**src/rtl/fib_job_scheduler_if.sv**
```systemverilog
// Client and generator channels of fib_job_scheduler.
// master = environment (requesters + generator), slave = the scheduler itself.
interface fib_job_scheduler_if #(
  parameter int N_REQ = 4,
  parameter int WIDTH = 32
);
  logic [N_REQ-1:0]       req;
  logic [N_REQ*WIDTH-1:0] req_max;
  logic [N_REQ-1:0]       grant;
  logic                   busy;
  logic                   term_valid;
  logic [WIDTH-1:0]       term_data;
  logic                   job_done;
  logic                   job_err;
  logic                   gen_rst;
  logic                   gen_enable;
  logic [WIDTH-1:0]       gen_max_value;
  logic [WIDTH-1:0]       gen_fib_out;
  logic                   gen_done;

  modport master (
    output req, req_max, gen_fib_out, gen_done,
    input  grant, busy, term_valid, term_data, job_done, job_err,
           gen_rst, gen_enable, gen_max_value
  );

  modport slave (
    input  req, req_max, gen_fib_out, gen_done,
    output grant, busy, term_valid, term_data, job_done, job_err,
           gen_rst, gen_enable, gen_max_value
  );
endinterface

```
**src/rtl/fib_job_scheduler.sv**
```systemverilog
// Round-robin scheduler sharing one Fibonacci generator among N_REQ requesters.
// Optional RUN-cycle watchdog enabled by defining FIB_SCHED_TIMEOUT_EN.
module fib_job_scheduler #(
  parameter int N_REQ   = 4,
  parameter int WIDTH   = 32,
  parameter int TIMEOUT = 64
) (
  input logic                clk,
  input logic                rst,
  fib_job_scheduler_if.slave bus
);
  localparam int IDX_W = (N_REQ > 1) ? $clog2(N_REQ) : 1;

  typedef enum logic [2:0] {
    IDLE  = 3'd0,
    ARB   = 3'd1,
    CLR   = 3'd2,
    RUN   = 3'd3,
    DRAIN = 3'd4
  } state_t;

  state_t           state_r, state_s;
  logic [IDX_W-1:0] rr_r, rr_s, owner_r, owner_s, winner_s, idx_s;
  logic             winner_found_s;
  logic [N_REQ-1:0] grant_r, grant_s;
  logic [WIDTH-1:0] max_r, max_s, term_data_r, term_data_s;
  logic             job_err_r, job_err_s;
  logic             busy_r, term_valid_r, job_done_r, gen_rst_r, gen_enable_r;
  logic             timeout_s;

`ifdef FIB_SCHED_TIMEOUT_EN
  localparam int CNT_W = $clog2(TIMEOUT + 1);
  logic [CNT_W-1:0] run_cnt_r;

  // Count RUN cycles; zero outside RUN so the first RUN cycle sees 0.
  always_ff @(posedge clk or negedge rst) begin
    if (!rst) begin
      run_cnt_r <= {CNT_W{1'b0}};
    end else if (state_r == RUN) begin
      run_cnt_r <= run_cnt_r + CNT_W'(1);
    end else begin
      run_cnt_r <= {CNT_W{1'b0}};
    end
  end

  assign timeout_s = (run_cnt_r == CNT_W'(TIMEOUT - 1));
`else
  assign timeout_s = 1'b0;
`endif

  // Round-robin search: walk offsets high to low so the nearest set bit wins.
  always_comb begin
    winner_s       = rr_r;
    winner_found_s = 1'b0;
    idx_s          = rr_r;
    for (int i = N_REQ - 1; i >= 0; i--) begin
      idx_s = IDX_W'((int'(rr_r) + i) % N_REQ);
      if (bus.req[idx_s]) begin
        winner_s       = idx_s;
        winner_found_s = 1'b1;
      end else begin
        winner_found_s = winner_found_s;
      end
    end
  end

  // Next-state and next-value logic for the job sequence.
  always_comb begin
    state_s     = state_r;
    grant_s     = grant_r;
    max_s       = max_r;
    owner_s     = owner_r;
    rr_s        = rr_r;
    job_err_s   = job_err_r;
    term_data_s = term_data_r;
    case (state_r)
      IDLE: begin
        if (|bus.req) begin
          state_s = ARB;
        end else begin
          state_s = IDLE;
        end
      end
      ARB: begin
        if (winner_found_s) begin
          state_s = CLR;
          owner_s = winner_s;
          grant_s = N_REQ'(1) << winner_s;
          max_s   = bus.req_max[winner_s*WIDTH +: WIDTH];
        end else begin
          state_s = IDLE;
        end
      end
      CLR: begin
        state_s = RUN;
      end
      RUN: begin
        term_data_s = bus.gen_fib_out;
        // Completion has priority over withdrawal and timeout.
        if (bus.gen_done) begin
          state_s   = DRAIN;
          job_err_s = 1'b0;
        end else if (!bus.req[owner_r] || timeout_s) begin
          state_s   = DRAIN;
          job_err_s = 1'b1;
        end else begin
          state_s = RUN;
        end
      end
      DRAIN: begin
        state_s = IDLE;
        grant_s = {N_REQ{1'b0}};
        if (owner_r == IDX_W'(N_REQ - 1)) begin
          rr_s = {IDX_W{1'b0}};
        end else begin
          rr_s = owner_r + IDX_W'(1);
        end
      end
      default: begin
        state_s = IDLE;
        grant_s = {N_REQ{1'b0}};
      end
    endcase
  end

  // State register.
  always_ff @(posedge clk or negedge rst) begin
    if (!rst) begin
      state_r <= IDLE;
    end else begin
      state_r <= state_s;
    end
  end

  // Registered outputs, derived from the upcoming state so they align with it.
  always_ff @(posedge clk or negedge rst) begin
    if (!rst) begin
      grant_r      <= {N_REQ{1'b0}};
      max_r        <= {WIDTH{1'b0}};
      owner_r      <= {IDX_W{1'b0}};
      rr_r         <= {IDX_W{1'b0}};
      job_err_r    <= 1'b0;
      term_data_r  <= {WIDTH{1'b0}};
      busy_r       <= 1'b0;
      term_valid_r <= 1'b0;
      job_done_r   <= 1'b0;
      gen_rst_r    <= 1'b1;
      gen_enable_r <= 1'b0;
    end else begin
      grant_r      <= grant_s;
      max_r        <= max_s;
      owner_r      <= owner_s;
      rr_r         <= rr_s;
      job_err_r    <= job_err_s;
      term_data_r  <= term_data_s;
      busy_r       <= (state_s != IDLE);
      term_valid_r <= (state_r == RUN) && (state_s == RUN);
      job_done_r   <= (state_s == DRAIN);
      gen_rst_r    <= (state_s == IDLE) || (state_s == ARB) || (state_s == CLR);
      gen_enable_r <= (state_s == RUN);
    end
  end

  assign bus.grant         = grant_r;
  assign bus.busy          = busy_r;
  assign bus.term_valid    = term_valid_r;
  assign bus.term_data     = term_data_r;
  assign bus.job_done      = job_done_r;
  assign bus.job_err       = job_err_r;
  assign bus.gen_rst       = gen_rst_r;
  assign bus.gen_enable    = gen_enable_r;
  assign bus.gen_max_value = max_r;
endmodule
```
**src/flat_wrapper.sv**
```systemverilog
// flat-port wrapper written by rule: the top's interface ports become plain ports
module fib_job_scheduler_flat 
#(
  parameter int N_REQ   = 4,
  parameter int WIDTH   = 32,
  parameter int TIMEOUT = 64
)
  (clk, rst, bus_req, bus_req_max, bus_gen_fib_out, bus_gen_done, bus_grant, bus_busy, bus_term_valid, bus_term_data, bus_job_done, bus_job_err, bus_gen_rst, bus_gen_enable, bus_gen_max_value);
  fib_job_scheduler_if #(.N_REQ(N_REQ), .WIDTH(WIDTH)) bus_i ();
  input logic clk;
  input logic rst;
  input wire logic [$bits(bus_i.req)-1:0] bus_req;
  input wire logic [$bits(bus_i.req_max)-1:0] bus_req_max;
  input wire logic [$bits(bus_i.gen_fib_out)-1:0] bus_gen_fib_out;
  input wire logic [$bits(bus_i.gen_done)-1:0] bus_gen_done;
  output wire logic [$bits(bus_i.grant)-1:0] bus_grant;
  output wire logic [$bits(bus_i.busy)-1:0] bus_busy;
  output wire logic [$bits(bus_i.term_valid)-1:0] bus_term_valid;
  output wire logic [$bits(bus_i.term_data)-1:0] bus_term_data;
  output wire logic [$bits(bus_i.job_done)-1:0] bus_job_done;
  output wire logic [$bits(bus_i.job_err)-1:0] bus_job_err;
  output wire logic [$bits(bus_i.gen_rst)-1:0] bus_gen_rst;
  output wire logic [$bits(bus_i.gen_enable)-1:0] bus_gen_enable;
  output wire logic [$bits(bus_i.gen_max_value)-1:0] bus_gen_max_value;
  assign bus_i.req = bus_req;
  assign bus_i.req_max = bus_req_max;
  assign bus_i.gen_fib_out = bus_gen_fib_out;
  assign bus_i.gen_done = bus_gen_done;
  assign bus_grant = bus_i.grant;
  assign bus_busy = bus_i.busy;
  assign bus_term_valid = bus_i.term_valid;
  assign bus_term_data = bus_i.term_data;
  assign bus_job_done = bus_i.job_done;
  assign bus_job_err = bus_i.job_err;
  assign bus_gen_rst = bus_i.gen_rst;
  assign bus_gen_enable = bus_i.gen_enable;
  assign bus_gen_max_value = bus_i.gen_max_value;
  fib_job_scheduler #(.N_REQ(N_REQ), .WIDTH(WIDTH), .TIMEOUT(TIMEOUT)) u_core (.clk(clk), .rst(rst), .bus(bus_i));
endmodule
```
**config.mk**
```make
export PLATFORM = sky130hd
export DESIGN_NAME = fib_job_scheduler_flat
export DESIGN_NICKNAME = d
export VERILOG_FILES = /design/src/rtl/fib_job_scheduler_if.sv /design/src/rtl/fib_job_scheduler.sv /design/src/flat_wrapper.sv
export SDC_FILE = /design/constraint.sdc
export NUM_CORES = 1
export LEC_CHECK = 0
export CORE_ASPECT_RATIO = 1.25
export CORE_UTILIZATION = 42
export DETAILED_ROUTE_END_ITERATION = 7
export GPL_TIMING_DRIVEN = 0
export PLACE_DENSITY_LB_ADDON = 0.2
export SYNTH_ARGS = -nofsm -noshare
export SYNTH_HDL_FRONTEND = slang
export SYNTH_SLANG_ARGS = --single-unit
```
**constraint.sdc**
```tcl
create_clock -name clk -period 4.87 [get_ports clk]
set_input_delay 0.974 -clock clk [delete_from_list [all_inputs] [get_ports clk]]
set_output_delay 0.974 -clock clk [all_outputs]
set_load 0.02 [all_outputs]
```
Word level (Yosys, flattened, before mapping)
Index checks and enable logic that the tools add are counted.

operators by class
  add/sub/neg operators = 4
  order comparisons = 5
  equality and inequality tests = 11
  shift-type cells = 2
  mux-type cells = 28
  bitwise logic cells = 1
  reductions and logical operators = 11

operators by type and width
  kind                                                        count
  indexed part select 128 x 8 -> 32 bit                       1
  less-than comparator 2 x 3 -> 1 bit, second input constant  5
  == test 3 x 2 -> 1 bit, second input constant               4
  two-way mux 1 bit                                           12
  two-way mux 2 bit                                           6
  case mux 3 bit (4 select lines)                             1
  binary-select mux 1 bit (select 2 bit)                      5
  case mux 4 bit (2 select lines)                             1
  == test 3 x 1 -> 1 bit, second input constant               2
  == test 3 bit, second input constant                        2
  zero test 3 bit                                             2
  two-way mux 3 bit                                           2
  AND reduction 2 bit                                         3
  adder 2 x 1 -> 2 bit, second input constant                 2
  adder 2 bit, second input constant                          2
  two-way mux 4 bit                                           1
  OR reduction 4 bit                                          1
  << shifter 1 x 2 -> 4 bit, first input constant             1
  nonzero test 3 bit                                          1
  OR reduction 3 bit                                          1
  == test 2 bit, second input constant                        1
  logical OR 1 bit                                            2
  inequality test 2 x 1 -> 1 bit, second input constant       1
  inequality test 2 bit, second input constant                1
  2 further kinds                                             2

storage, ports and cells
  flip-flop bits (word level) = 81
  input bits = 167
  output and inout bits = 74
  logic and storage cells = 74

Logic depth before layout (Yosys ltp)
  word-level depth = 12
  depth in mapped cells = 8
  mapped depth without buffers = 5

Least setup slack after synthesis
Ideal clock, no wire load.

  path type = input-to-reg
  start = input port bus_req[1]
  end = register u_core.max_r[20], in the netlist u_core.bus.gen_max_value[20]
  library setup time = 0.094 ns
  arrival = 2.334 ns
  required time = 4.776 ns
  setup slack = 2.442 ns
  cell stages on the path = 7
  buffers on the path = 2
  cells stage by stage = buf_6 or4_4 and3b_4 nand2b_2 buf_6 nor2_4 a221oi_2

between the ends
  longest elaborated chain between the ends = 7
  elaborated cells on any way between the ends = 18
  classes of those cells = 1 x shift; 16 x mux; 1 x reduce/logical

RTL lines
  what                                                                                 RTL line                  text
  start: declaration                                                                   flat_wrapper.sv:12        input wire logic [$bits(bus_i.req)-1:0] bus_req;
  binary-select mux 1 bit (select 2 bit)                                               fib_job_scheduler.sv:58   if (bus.req[idx_s]) begin
  two-way mux 1 bit (not written as such)                                              fib_job_scheduler.sv:58
  two-way mux 2 bit / two-way mux 1 bit (equally long branches) (4 in series)          fib_job_scheduler.sv:58
  indexed part select 128 x 8 -> 32 bit / AND reduction 2 bit (equally long branches)  --
  end signal: assignment                                                               fib_job_scheduler.sv:139  max_r <= {WIDTH{1'b0}};
  end signal: assignment                                                               fib_job_scheduler.sv:151  max_r <= max_s;
  end: declaration                                                                     fib_job_scheduler.sv:26   logic [WIDTH-1:0] max_r, max_s, term_data_r, term_data_s;

Parallel ways exist; a longest one is shown, timed or not. The select of a mux whose other input is x is not followed.
A chain may end at the register's enable or synchronous reset.

Final worst setup path
  start = input port bus_req[0]
  end = register u_core.max_r[23], in the netlist u_core.bus.gen_max_value[23]

The elaborated chain is that of the path after synthesis.

==> impl_metrics.csv <==
group,metric,value,unit
outcome,run_status,"finished, final reports clean",
cells_and_area,fraction_of_layout_instances_using_a_drive_strength_above_1,0.0841,
detailed_routing,first_pass_iters,5,
cells_and_area,final_design_utilization,0.718,
cells_and_area,fin_nets,924,
cells_and_area,fillerInstances,784,
setup_path,setup.worst_path.start_class,"primary input",
placed_design,numPortBuffers,239,
setup_path,crit-reg2reg-launch,"u_core.rr_r[1]$_DFFE_PN0N_",
logic_synthesis,netlist_area,4390,µm²
setup_path,setup.reg_to_reg.worst_slack,2750,ps
sta,timing.setup.tns,0,ps
clock_network,clock_buffers_created_by_tritoncts,9,
setup_path,setup.worst_path.end_class,"flop",
logic_synthesis,ys_ff_latch,81,
floorplan,dieHeight,116,µm
grt,overall_overflow_remaining_after_global_route,0,
clock_network,ctsLongestPathBuffers,2,
grt,grt_pass1_wl,24000,µm
detailed_routing,routed_wire_length,15800,µm
detailed_routing,initial_drc_count,315,
sta,grt_setup_unrepaired,"no",
logic_synthesis,syn-instance-count,505,
logic_synthesis,synth_async_sr_flop_share,1.00,
setup_path,worst-endpoint-arrival,3150,ps
worst_hold_path,hold_path.class,"flop to flop",
clock_network,cts_tree,"yes",
detailed_routing,detailroute.via_count,4923,
worst_hold_path,worst_hold_path.endpoint,"u_core.bus.term_data[29]$_DFFE_PN0N_",
logic_synthesis,post-synth-top-area-cell,"dfrtp_1",
detailed_routing,via_density_per_instance,5.53,
clock_network,cts.repair.resized,0,
detailed_routing,wl_per_cell,17.7,µm
placed_design,dp_hpwl,11800,µm
grt,gr-usage-all-layers,0.289,
logic_synthesis,synth_fp_nets,673,
sta,max_clock_freq,0.336,GHz
grt,antenna_violations_before_repair,0,
setup_path,type_of_the_worst_setup_path,"primary input to flop",
clock_network,worstSkewPairLatency,340,ps
sta,final.min_clock_period,2970,ps
setup_path,r2r-end,"u_core.bus.gen_max_value[3]$_DFFE_PN0P_",
worst_hold_path,hold_path.startpoint,"u_core.bus.term_data[29]$_DFFE_PN0N_",
sta,final_min_period_over_clock_period,0.611,
cells_and_area,layoutNonFillerInstCount,890,
power,comb_power_share,0.582,
sta,hold_viol,0,
placed_design,dpl.cell_count,874,
setup_path,timing.critical_path.required,5040,ps
clock_network,cts_root_buffer,"clkbuf_16",
power,power.share.switching,0.431,
clock_network,clock-sinks,81,
logic_synthesis,ys_seq_area_frac,0.462,
clock_network,cts-hold-fix-buffers,0,
sta,finalMaxSlewViolations,0,
power,p_sw,1930,µW
cells_and_area,layout.cells.most_common,"clkdlybuf4s50_1",
power,vdd.ir_drop.worst,0.000396,V
power,intPower,2540,µW
placed_design,dpl-instance-area,6960,µm²
floorplan,core_area,10100,µm²
floorplan,std_cell_rows,41,
clock_network,ctsHtreeMaxLevel,3,
logic_synthesis,yosys.area.top_type_share,0.456,
logic_synthesis,synth-edff-count,0,
power,p_per_area,616,nW/µm²
detailed_routing,ant_nets,0,
cells_and_area,layout_common_cells,"clkdlybuf4s50_1, nand2_1, dfrtp_1",
power,power.clock.fraction,0.148,
floorplan,starting_density,0.434,
logic_synthesis,synth_top_cells_by_area,"dfrtp_1, nand2_1, nand3_1, a21o_1, nor2_1",
floorplan,die_width,93.4,µm
power,leakage_power_of_the_design,0.00308,µW
logic_synthesis,ys.warnings.count,0,
grt,largest_net_degree_at_the_start_of_global_routing,53,
detailed_routing,drc,0,
sta,slew_headroom,0.622,
sta,final-setup-viol-count,0,
logic_synthesis,synth.distinct_cells,47,
cells_and_area,post-route-cell-area,7260,µm²
logic_synthesis,synthFlopType,"dfrtp_1",
floorplan,die_area,10900,µm²
clock_network,worst_setup_hold_path_clk_slew,60,ps
setup_path,rr_worst_depth,7,
flow_run,maxcap_viol_count,0,
floorplan,io-pin-count,241,
setup_path,crit_path_max_fanout,10,
placed_design,gp_congestion,0.945,
worst_hold_path,hold_critical_path_depth,2,
logic_synthesis,syn-mean-instance-area,8.68,µm²
sta,worst_setup_skew_after_layout,4.97,ps
grt,number_of_global_route_vias_before_repair,4933,
cells_and_area,antenna_cells,0,
power,seq_power_share,0.270,
clock_network,post_cts.repair.setup_buffers,0,
cells_and_area,layout-area-overhead-vs-synth,65.5,%
sta,worst-slew-pin-transition,567,ps
[flip-flops by register name, summed over array words and instances (netlist names)]
signal / flops
u_core.bus.busy: 1
u_core.bus.gen_enable: 1
u_core.bus.gen_max_value: 32
u_core.bus.gen_rst: 1
u_core.bus.grant: 4
u_core.bus.job_done: 1
u_core.bus.job_err: 1
u_core.bus.term_data: 32
u_core.bus.term_valid: 1
u_core.owner_r: 2
u_core.rr_r: 2
u_core.state_r: 3
[worst max-delay path by stage]
stage	start	end	slack [ps]	depth (start not counted)
6_report	bus_req[0]	u_core.bus.gen_max_value[23]$_DFFE_PN0P_	1900	7
5_1_grt	bus_req[0]	u_core.bus.gen_max_value[26]$_DFFE_PN0P_	1710	7
4_1_cts	bus_req[0]	u_core.bus.gen_max_value[11]$_DFFE_PN0P_	1930	7
3_5_place_dp	bus_req[0]	u_core.bus.gen_max_value[11]$_DFFE_PN0P_	1580	7
3_3_place_gp	rst	u_core.bus.gen_max_value[4]$_DFFE_PN0P_	-70	1
2_1_floorplan	bus_req[1]	u_core.bus.gen_max_value[20]$_DFFE_PN0P_	2440	7
[final cells by class]
type	count	area, µm²	area share
plain buffers	41	213	0.0293
clock buffers	11	253	0.0348
clock inverters	5	40.0	0.00552
inverters	3	11.3	0.00155
multi-input cells	380	2130	0.294
flip-flops and latches	81	2030	0.279
well taps	129	161	0.0222
repair buffers	240	2420	0.333
[stage by stage]
stage                     total power (µW)  hold slack, ps  setup WS [ps]
after floorplan                       2690             484           2440
after global placement                3720             458          -70.5
after detailed placement              3800             462           1580
after CTS                             4470             479           1930
after global routing                  4750             501           1710
final                                 4470             474           1900
[power groups by stage]
stage               sequential, µW  combinational [µW]  clock, µW
CTS                           1200                2600        669
detailed placement            1210                2590          0
finish                        1210                2600        661
global route                  1240                2800        708
global placement              1190                2530          0
floorplan                     1550                1140          0
[synth_stat cells (2+ instances only)]
cell and n:
clkbuf_1 13, dfrtp_1 80, nor3_1 4, nand3b_1 3, mux2_2 2, a21oi_1 25, a221oi_2 6, a31oi_1 21
o21ai_0 28, inv_1 3, buf_1 3, nand3_1 56, nor3b_1 2, a41oi_1 7, o22a_1 2, mux2i_1 10
buf_2 20, nor2_1 46, a21o_1 28, nor2b_1 6, o21ai_1 8, nand2_1 101, nor2_4 2, buf_6 4
nand2b_1 3
[critical path, cell delays in order]
cell	delay [ps]
clkdlybuf4s50_1	610
or4_4	610
nand3b_1	240
nor2_1	150
clkbuf_1	300
nor2_1	190
a41oi_1	70
[cells by family (layout without fill, tap and decap cells)]
group	after synthesis	after routing	share of synthesized area
flip-flops	81	81	0.462
buffers and inverters	44	300	0.0511
adder cells (fa/ha/maj)	1	1	0.00285
AO/OA/AOI/OAI	135	135	0.214
multiplexers	13	13	0.0331
AND/OR/NAND/NOR	231	231	0.236
[metal layers]
| metal | GRT usage | vias up | share of wire |
|---|---|---|---|
| met3 | 0.0911 | 36 | 0.10 |
| li1 | - | 2268 | - |
| met2 | 0.503 | 279 | 0.49 |
| met1 | 0.326 | 2340 | 0.37 |
| met5 | 0 | - | 0 |
| met4 | 0.123 | 0 | 0.029 |
Note: power is estimated with default switching activity, not from simulation.
